==> src/rtl/multicycle_pkg.sv <==
// Shared definitions for the multi-cycle MIPS control FSM: state codes,
// opcodes, datapath select encodings and the control-word bundle.
package multicycle_pkg;

    typedef enum logic [3:0] {
        S_FETCH   = 4'd0,
        S_DECODE  = 4'd1,
        S_MEMADR  = 4'd2,
        S_MEMRD   = 4'd3,
        S_MEMWB   = 4'd4,
        S_MEMWR   = 4'd5,
        S_EXEC    = 4'd6,
        S_RTYPEWB = 4'd7,
        S_BRANCH  = 4'd8,
        S_JUMP    = 4'd9,
        S_JAL     = 4'd10,
        S_IMMEXEC = 4'd11,
        S_IMMWB   = 4'd12,
        S_HALT    = 4'd13
    } state_t;

    localparam logic [5:0] OP_RTYPE = 6'h00;
    localparam logic [5:0] OP_J     = 6'h02;
    localparam logic [5:0] OP_JAL   = 6'h03;
    localparam logic [5:0] OP_BEQ   = 6'h04;
    localparam logic [5:0] OP_ADDI  = 6'h08;
    localparam logic [5:0] OP_SLTI  = 6'h0A;
    localparam logic [5:0] OP_LW    = 6'h23;
    localparam logic [5:0] OP_SW    = 6'h2B;

    localparam logic [1:0] ALUOP_FUNCT = 2'b00;
    localparam logic [1:0] ALUOP_SUB   = 2'b01;
    localparam logic [1:0] ALUOP_SLT   = 2'b10;
    localparam logic [1:0] ALUOP_ADD   = 2'b11;

    localparam logic [1:0] REGDST_RT = 2'b00;
    localparam logic [1:0] REGDST_RD = 2'b01;
    localparam logic [1:0] REGDST_RA = 2'b10;

    localparam logic [1:0] MEMTOREG_ALUOUT = 2'b00;
    localparam logic [1:0] MEMTOREG_MDR    = 2'b01;
    localparam logic [1:0] MEMTOREG_PC     = 2'b10;

    localparam logic [1:0] ALUSRCB_B     = 2'b00;
    localparam logic [1:0] ALUSRCB_FOUR  = 2'b01;
    localparam logic [1:0] ALUSRCB_IMM   = 2'b10;
    localparam logic [1:0] ALUSRCB_IMMSH = 2'b11;

    localparam logic [1:0] PCSRC_ALU    = 2'b00;
    localparam logic [1:0] PCSRC_ALUOUT = 2'b01;
    localparam logic [1:0] PCSRC_JUMP   = 2'b10;

    typedef struct packed {
        logic       pcWrite;
        logic       pcWriteCond;
        logic       iorD;
        logic       memRead;
        logic       memWrite;
        logic       irWrite;
        logic [1:0] regDst;
        logic [1:0] memtoReg;
        logic       regWrite;
        logic       aluSrcA;
        logic [1:0] aluSrcB;
        logic [1:0] aluOp;
        logic [1:0] pcSource;
    } ctrl_t;

    // States that hold a memory access open and are therefore timed.
    function automatic logic isWaitState(input state_t s);
        return (s == S_FETCH) || (s == S_MEMRD) || (s == S_MEMWR);
    endfunction

endpackage

==> src/rtl/multicycle_wait_timer.sv <==
// Counts consecutive not-ready cycles of a memory access and flags the
// cycle in which the limit is hit without the memory answering.
module multicycle_wait_timer
    import multicycle_pkg::*;
#(
    parameter int WAIT_LIMIT = 15,
    parameter int CNT_W      = 4
) (
    input  logic Clk,
    input  logic Reset_n,
    input  logic start,
    input  logic ready,
    output logic timeout
);

    localparam logic [CNT_W-1:0] LIMIT = CNT_W'(WAIT_LIMIT);

    logic [CNT_W-1:0] count_q;
    logic [CNT_W-1:0] count_d;

    // start holds the count at zero until an access is in flight, so every
    // wait state is entered with a fresh count.
    always_comb begin
        count_d = count_q;
        if (start || ready) begin
            count_d = '0;
        end else if (count_q != LIMIT) begin
            count_d = count_q + CNT_W'(1);
        end
    end

    always_ff @(posedge Clk or negedge Reset_n) begin
        if (!Reset_n) begin
            count_q <= '0;
        end else begin
            count_q <= count_d;
        end
    end

    assign timeout = !start && !ready && (count_q == LIMIT);

endmodule

==> src/rtl/multicycle_control.sv <==
// Control FSM for a shared multi-cycle MIPS datapath, with a memory
// wait timer that parks the machine in HALT when memory stops answering.
module multicycle_control
    import multicycle_pkg::*;
#(
    parameter int WAIT_LIMIT = 15,
    parameter int CNT_W      = 4
) (
    input  logic       Clk,
    input  logic       Reset_n,
    input  logic [5:0] Opcode,
    input  logic       MemReady,
    output logic       PCWrite,
    output logic       PCWriteCond,
    output logic       IorD,
    output logic       MemRead,
    output logic       MemWrite,
    output logic       IRWrite,
    output logic [1:0] RegDst,
    output logic [1:0] MemtoReg,
    output logic       RegWrite,
    output logic       ALUSrcA,
    output logic [1:0] ALUSrcB,
    output logic [1:0] ALUOp,
    output logic [1:0] PCSource,
    output logic       Fault,
    output logic [3:0] State
);

    state_t state_q;
    state_t state_d;
    logic   fault_q;
    logic   fault_d;
    logic   timeout;
    ctrl_t  ctrl;

    multicycle_wait_timer #(
        .WAIT_LIMIT(WAIT_LIMIT),
        .CNT_W     (CNT_W)
    ) u_wait_timer (
        .Clk    (Clk),
        .Reset_n(Reset_n),
        .start  (!isWaitState(state_q)),
        .ready  (MemReady),
        .timeout(timeout)
    );

    always_comb begin
        state_d = state_q;
        fault_d = fault_q;
        case (state_q)
            S_FETCH: begin
                if (MemReady) begin
                    state_d = S_DECODE;
                end else if (timeout) begin
                    state_d = S_HALT;
                    fault_d = 1'b1;
                end
            end
            S_DECODE: begin
                case (Opcode)
                    OP_LW, OP_SW:     state_d = S_MEMADR;
                    OP_BEQ:           state_d = S_BRANCH;
                    OP_J:             state_d = S_JUMP;
                    OP_JAL:           state_d = S_JAL;
                    OP_ADDI, OP_SLTI: state_d = S_IMMEXEC;
                    default:          state_d = S_EXEC;
                endcase
            end
            S_MEMADR:  state_d = (Opcode == OP_LW) ? S_MEMRD : S_MEMWR;
            S_MEMRD: begin
                if (MemReady) begin
                    state_d = S_MEMWB;
                end else if (timeout) begin
                    state_d = S_HALT;
                    fault_d = 1'b1;
                end
            end
            S_MEMWR: begin
                if (MemReady) begin
                    state_d = S_FETCH;
                end else if (timeout) begin
                    state_d = S_HALT;
                    fault_d = 1'b1;
                end
            end
            S_EXEC:    state_d = S_RTYPEWB;
            S_IMMEXEC: state_d = S_IMMWB;
            S_HALT:    state_d = S_HALT;
            default:   state_d = S_FETCH;
        endcase
    end

    always_ff @(posedge Clk or negedge Reset_n) begin
        if (!Reset_n) begin
            state_q <= S_FETCH;
            fault_q <= 1'b0;
        end else begin
            state_q <= state_d;
            fault_q <= fault_d;
        end
    end

    // Moore decode of the state register; only the FETCH load strobes
    // follow MemReady so PC and IR capture on the completing edge.
    always_comb begin
        ctrl = '0;
        case (state_q)
            S_FETCH: begin
                ctrl.memRead  = 1'b1;
                ctrl.aluSrcB  = ALUSRCB_FOUR;
                ctrl.aluOp    = ALUOP_ADD;
                ctrl.pcSource = PCSRC_ALU;
                ctrl.irWrite  = MemReady;
                ctrl.pcWrite  = MemReady;
            end
            S_DECODE: begin
                ctrl.aluSrcB = ALUSRCB_IMMSH;
                ctrl.aluOp   = ALUOP_ADD;
            end
            S_MEMADR: begin
                ctrl.aluSrcA = 1'b1;
                ctrl.aluSrcB = ALUSRCB_IMM;
                ctrl.aluOp   = ALUOP_ADD;
            end
            S_MEMRD: begin
                ctrl.iorD    = 1'b1;
                ctrl.memRead = 1'b1;
            end
            S_MEMWB: begin
                ctrl.regDst   = REGDST_RT;
                ctrl.memtoReg = MEMTOREG_MDR;
                ctrl.regWrite = 1'b1;
            end
            S_MEMWR: begin
                ctrl.iorD     = 1'b1;
                ctrl.memWrite = 1'b1;
            end
            S_EXEC: begin
                ctrl.aluSrcA = 1'b1;
                ctrl.aluSrcB = ALUSRCB_B;
                ctrl.aluOp   = ALUOP_FUNCT;
            end
            S_RTYPEWB: begin
                ctrl.regDst   = REGDST_RD;
                ctrl.memtoReg = MEMTOREG_ALUOUT;
                ctrl.regWrite = 1'b1;
            end
            S_BRANCH: begin
                ctrl.aluSrcA     = 1'b1;
                ctrl.aluSrcB     = ALUSRCB_B;
                ctrl.aluOp       = ALUOP_SUB;
                ctrl.pcWriteCond = 1'b1;
                ctrl.pcSource    = PCSRC_ALUOUT;
            end
            S_JUMP: begin
                ctrl.pcWrite  = 1'b1;
                ctrl.pcSource = PCSRC_JUMP;
            end
            S_JAL: begin
                ctrl.pcWrite  = 1'b1;
                ctrl.pcSource = PCSRC_JUMP;
                ctrl.regDst   = REGDST_RA;
                ctrl.memtoReg = MEMTOREG_PC;
                ctrl.regWrite = 1'b1;
            end
            S_IMMEXEC: begin
                ctrl.aluSrcA = 1'b1;
                ctrl.aluSrcB = ALUSRCB_IMM;
                ctrl.aluOp   = (Opcode == OP_SLTI) ? ALUOP_SLT : ALUOP_ADD;
            end
            S_IMMWB: begin
                ctrl.regDst   = REGDST_RT;
                ctrl.memtoReg = MEMTOREG_ALUOUT;
                ctrl.regWrite = 1'b1;
            end
            default: ctrl = '0;
        endcase
        if (!Reset_n) begin
            ctrl = '0;
        end
    end

    assign PCWrite     = ctrl.pcWrite;
    assign PCWriteCond = ctrl.pcWriteCond;
    assign IorD        = ctrl.iorD;
    assign MemRead     = ctrl.memRead;
    assign MemWrite    = ctrl.memWrite;
    assign IRWrite     = ctrl.irWrite;
    assign RegDst      = ctrl.regDst;
    assign MemtoReg    = ctrl.memtoReg;
    assign RegWrite    = ctrl.regWrite;
    assign ALUSrcA     = ctrl.aluSrcA;
    assign ALUSrcB     = ctrl.aluSrcB;
    assign ALUOp       = ctrl.aluOp;
    assign PCSource    = ctrl.pcSource;
    assign Fault       = fault_q;
    assign State       = state_q;

endmodule

==> config.mk <==
export PLATFORM = sky130hd
export DESIGN_NAME = multicycle_control
export DESIGN_NICKNAME = d
export VERILOG_FILES = /design/src/rtl/multicycle_pkg.sv /design/src/rtl/multicycle_wait_timer.sv /design/src/rtl/multicycle_control.sv
export SDC_FILE = /design/constraint.sdc
export NUM_CORES = 1
export LEC_CHECK = 0
export CORE_MARGIN = 5
export CORE_UTILIZATION = 30
export CTS_CLUSTER_DIAMETER = 200
export CTS_CLUSTER_SIZE = 30
export DETAILED_ROUTE_END_ITERATION = 7
export MAX_ROUTING_LAYER = met4
export PLACE_DENSITY = 0.57
export SLEW_MARGIN = 10
export SYNTH_ARGS = -nofsm -noshare
export SYNTH_HDL_FRONTEND = slang
export SYNTH_HIERARCHICAL = 1
export SYNTH_SLANG_ARGS = --single-unit
export TNS_END_PERCENT = 5
==> constraint.sdc <==
create_clock -name Clk -period 3.1 [get_ports Clk]
set_input_delay 0.62 -clock Clk [delete_from_list [all_inputs] [get_ports Clk]]
set_output_delay 0.62 -clock Clk [all_outputs]
set_load 0.005 [all_outputs]
# [Word level (Yosys, flattened, before mapping)]
# Cells that the tools add are included.
[totals] n_memories=0 wordCells=65 romBits=0 latch_bits=0 ram_bits=0 in_bits=9 register_bits=9 output_inout_bits=23
[classes] n_addsub=1 div_mod_pow=0 reduce_logical=17 mux=21 order_cmp=0 eq_ne=22 n_shift=0 bitwise_logic=1 mul=0
[op_table] operator="4-bit one-hot mux with 5 select lines" n=2
[op_table] operator="4-bit one-hot mux with 8 select lines" n=1
[op_table] operator="4-bit equality test, second input constant" n=7
[op_table] operator="4-bit 2-to-1 mux" n=6
[op_table] operator="5-bit one-hot mux with 4 select lines" n=1
[op_table] operator="18-bit 2-to-1 mux" n=1
[op_table] operator="4-bit by 3-bit equality test with 1-bit output, second input constant" n=4
[op_table] operator="6-bit by 2-bit equality test with 1-bit output, second input constant" n=2
[op_table] operator="6-bit by 4-bit equality test with 1-bit output, second input constant" n=2
[op_table] operator="6-bit equality test, second input constant" n=2
[op_table] operator="2-bit OR reduction" n=5
[op_table] operator="4-bit by 2-bit equality test with 1-bit output, second input constant" n=2
[op_table] operator="1-bit 2-to-1 mux" n=7
[op_table] operator="6-bit by 3-bit equality test with 1-bit output, second input constant" n=1
[op_table] operator="4-bit by 1-bit adder with 4-bit output, second input constant" n=1
[op_table] operator="4-bit by 1-bit equality test with 1-bit output, second input constant" n=1
[op_table] operator="4-bit zero test" n=1
[op_table] operator="4-bit inequality test, second input constant" n=1
[op_table] operator="2-bit one-hot mux with 2 select lines" n=1
[op_table] operator="4-bit OR reduction" n=1
[op_table] operator="1-bit logical OR" n=3
[op_table] operator="3-bit 2-to-1 mux" n=1
[op_table] operator="3-bit AND reduction" n=1
[op_table] operator="3-bit OR reduction" n=1
[op_table] operator="5 further kinds" n=7

# [Logic depth before layout (Yosys ltp)]
[logic_depth] ltp_word=8 depth_mapped=10 mapped_depth_nobuf=9

# [Cells and area by module]
# Netlist, hierarchy kept.
[by_module_without_submodules] module="multicycle_control" instances=1 seq_area_each_um2=125.1 cells_per_inst=100 area_per_inst_um2=760.7
[by_module_without_submodules] module="multicycle_wait_timer" instances=1 seq_area_each_um2=100.1 cells_per_inst=20 area_per_inst_um2=226.5

# [Worst setup path before layout]
# No wires, ideal clock.
[synth_path] path_type="register to register" from="reg state_q[1] (netlist: State[1])" to="reg state_q[2] (netlist: State[2])" path_stages_with_launch=11 path_slack_ns=1.060 synth_period_minus_slack_ns=2.040 t_arrival_ns=1.971 required_time_ns=3.031 setup_time_ns=0.069 path_buffers=2 cell_sequence="dfrtp_1 > buf_6 > buf_4 > nand2_1 > o21ai_1 > nand2_1 > nor3_1 > nor2b_1 > nand2_1 > a211o_1 > nand3_1"
[synth_via] elab_chain_len=8 word_cells_on_any_way=17 cone_classes="eq/ne: 7; mux: 5; reduce/logical: 5"
[synth_rtl] item="start, declared" line="multicycle_control.sv:30" rtl="state_t state_q;"
[synth_rtl] item="start signal, assigned" line="multicycle_control.sv:99" rtl="state_q <= state_d;"
[synth_rtl] item="4-bit by 2-bit equality test with 1-bit output or 4-bit zero test (tied branches)" line="multicycle_pkg.sv:71" rtl="return (s == S_FETCH) || (s == S_MEMRD) || (s == S_MEMWR);"
[synth_rtl] item="1-bit logical OR" line="multicycle_pkg.sv:71"
[synth_rtl] item="1-bit logical OR (*)" line="multicycle_pkg.sv:71"
[synth_rtl] item="1-bit logical AND (*) (2 in series)" line="multicycle_wait_timer.sv:40" rtl="assign timeout = !start && !ready && (count_q == LIMIT);"
[synth_rtl] item="via timeout" line="multicycle_control.sv:34" rtl="logic timeout;"
[synth_rtl] item="4-bit 2-to-1 mux (*)"
[synth_rtl] item="4-bit 2-to-1 mux (on tied branches)"
[synth_rtl] item="4-bit one-hot mux with 8 select lines (*)" line="multicycle_control.sv:51" rtl="case (state_q)"
[synth_rtl] item="via state_d[2]" line="multicycle_control.sv:31" rtl="state_t state_d;"
# Mark *: on every way through the listed nets, which the timed path passes. The rest lies on a longest branch.
# A chain may end at the register's enable or synchronous reset.

# [Final worst setup path]
[layout_path] from="in Opcode[0]" to="out ALUOp[0]"
[layout_via] elab_chain_len=4
[layout_rtl] item="start, declared" line="multicycle_control.sv:11" rtl="input logic [5:0] Opcode,"
[layout_rtl] item="6-bit by 4-bit equality test with 1-bit output" line="multicycle_control.sv:170" rtl="ctrl.aluOp = (Opcode == OP_SLTI) ? ALUOP_SLT : ALUOP_ADD;"
[layout_rtl] item="1-bit 2-to-1 mux" line="multicycle_control.sv:170"
[layout_rtl] item="4-bit one-hot mux with 5 select lines" line="multicycle_control.sv:108" rtl="case (state_q)"
[layout_rtl] item="18-bit 2-to-1 mux" line="multicycle_control.sv:179" rtl="if (!Reset_n) begin"
[layout_rtl] item="end, declared" line="multicycle_control.sv:24" rtl="output logic [1:0] ALUOp,"
# No other way between the ends.

==> out/metrics.csv <==
metric;value;unit
Compound-Gate Fraction of Synth Area;20.9;%
DRC;0;
I/O Buffers;31;
Post-synth EDFFs;0;
Synth cell types;47;
hold_buf cts;0;
area of the core;3100;sq um
initial drt markers;34;
asr flop ratio synth;100;%
most common cell in the netlist;nor2_1;
Max Slew Vio Count;0;
post-DR vias/cell;5.08;
largest cells by area after synthesis;dfrtp_1, buf_6, nor2_1;
total number of H-tree levels;1;
post-synthesis mux area share;1.14;%
leakage;0.518;nW
largest net degree at the start of global routing;20;
min Tclk post-route;2860;ps
CTS clk-pin slew, worst paths;70;ps
Syn. warnings;6;
placer congestion estimate;0.811;
largest fanout on the critical path;4;
CTS tree;done;
die width;67.4;microns
antenna violations before repair;0;
Fill cells;350;
top_reg_cell synth;dfrtp_1;
row cnt;20;
combinational family with the most area after synthesis;simple AND/OR/NAND/NOR gates;
I/O pin cnt;32;
vias in the first global route;893;
share of layout cells above drive strength 1;18.3;%
startpoint types;input pin;
syn_nets;130;
final hold violation count;0;
post-synth top area share;22.8;%
CTS sink cnt;9;
sequential share of the synthesized area;22.8;%
drt pass-1 iters;4;
Seq cells post-synth;9;
dpl hpwl;2.04;mm
register area;225;sq um
Setup Buffers After CTS;0;
detailed-route wire length per cell;13.4;microns
total track usage;12.5;%
hold_ws;489;ps
MaxCap Viol Count;0;
Total Power;0.848;mW
Worst Hold Class;flip-flop to flip-flop;
Final Cycle Share;92.3;%
Synth Area in Adders;1.27;%
clk buf depth;2;
Detailed Route WL;2.63;mm
Max-slew headroom;55.0;%
Area growth, synth to finish;36.5;%
clk_skew;8.36;ps
clk_lat worst skew;270;ps
crit path capture type;output pin;
starting density of the core;31.8;%
first-pass GRT wire length;4.27;mm
DRT antenna net count;0;
RSZ-0062 raised after global routing;false;
final setup violation count;0;
Multi-input gate area;659;sq um
setup TNS;0;ps
xor-xnor portion of the synthesized cell area;4.31;%
outcome;finished clean;
die area;4540;sq um
Post-CTS Resized;0;
Mapped Area;987;sq um
Worst-Margin Slew;675;ps
ant diodes;0;
final net count;164;
Synth Area per Inst;8.23;sq um
via count;1001;
root buf cell;clkbuf_4;
chip height;67.4;microns
synth cell count leaders;nor2_1, nand2_1, dfrtp_1;
WP data arrival;2240;ps
synthesized netlist cell count;120;
cell taking the most area after synthesis;dfrtp_1;
Synth Area in Simple Gates;39.2;%
GR Overflow Total;0;
CTS buffer count;3;
WS Path Type;input pin to output pin;
Peak VDD IR;0.395;mV
Worst Path Required;2480;ps
power per cell area;629;nW/um^2
highest clock rate;0.349;GHz
[cell families after synthesis]
| kind of cell | count (synthesis) |
|---|---|
| AOI/OAI and AO/OA | 27 |
| xor gates and xnor gates | 4 |
| adders and majority gates | 1 |
| buffers and inverters | 13 |
| DFF | 9 |
| muxes | 1 |
| and+or+nand+nor | 65 |
[metrics by stage]
stage | util (%) | setup WS [ps] | cells | instance area, sq um
3_5_place_dp | 42.6 | 227 | 193 | 1320
4_1_cts | 43.4 | 223 | 197 | 1350
2_1_floorplan | - | 1060 | 120 | 987
3_3_place_gp | 42.6 | 249 | 193 | 1320
5_1_grt | 43.4 | 109 | 197 | 1350
6_report | 43.4 | 239 | 197 | 1350
[cell type report]
type / count / area share (%)
Tap cell: 44 / 4.09
Inverter: 3 / 0.836
Multi-Input combinational cell: 98 / 48.9
Clock buffer: 4 / 1.95
Timing Repair Buffer: 39 / 27.5
Sequential cell: 9 / 16.7
[report_power, final]
group          switching (mW)  leakage [nW]  internal (mW)  total (mW)
Clock                  0.0471        0.0150         0.0498      0.0969
Sequential             0.0754         0.120          0.146       0.221
Combinational           0.260         0.382          0.270       0.530
[state kept, by name (all words and copies together), names as in the netlist]
| register | flops |
|---|---|
| Fault | 1 |
| u_wait_timer/count_q | 4 |
| State | 4 |
[placed cells by master, fill, tap and decap left out, types with 2 or more instances in the layout]
cell type	count
nor3_2	4
xor2_1	3
a211oi_1	2
and3_1	2
clkbuf_4	3
nand2_1	11
dfrtp_1	9
inv_1	2
o21ai_0	3
clkdlybuf4s50_1	31
nor3b_1	5
nor3_1	6
nor2_1	12
buf_4	8
nor2b_1	7
a21oi_1	5
o21ai_1	2
o211ai_1	3
nand3_1	6
[worst max-delay path: stages]
cell,delay [ps]
clkdlybuf4s50_1,480
nor3_2,260
a41oi_1,150
a211oi_1,230
nor2_1,60
clkdlybuf4s50_1,440
[worst paths after layout]
path	start	to	slack (ps)	cells after the start
worst max register to register	State[2]$_DFF_PN0_	State[2]$_DFF_PN0_	650	9
worst min-delay path	Fault$_DFFE_PN0P_	Fault$_DFFE_PN0P_	490	1
worst max-delay path	Opcode[0]	ALUOp[0]	240	6
worst min register to register	Fault$_DFFE_PN0P_	Fault$_DFFE_PN0P_	490	1
max in group asynchronous	Reset_n	u_wait_timer/count_q[2]$_DFFE_PN0P_	2190	2
min in group asynchronous	Reset_n	State[1]$_DFF_PN0_	700	2
[per-layer routing]
metal | up-vias | track usage (%) | wire length (microns)
met5 | - | - | 0
met4 | 0 | 3.04 | 0
met3 | 0 | 1.83 | 127
met2 | 28 | 19.4 | 1180
met1 | 467 | 16.9 | 1320
li1 | 506 | - | -
No activity file was read; power rests on OpenSTA's default activity.
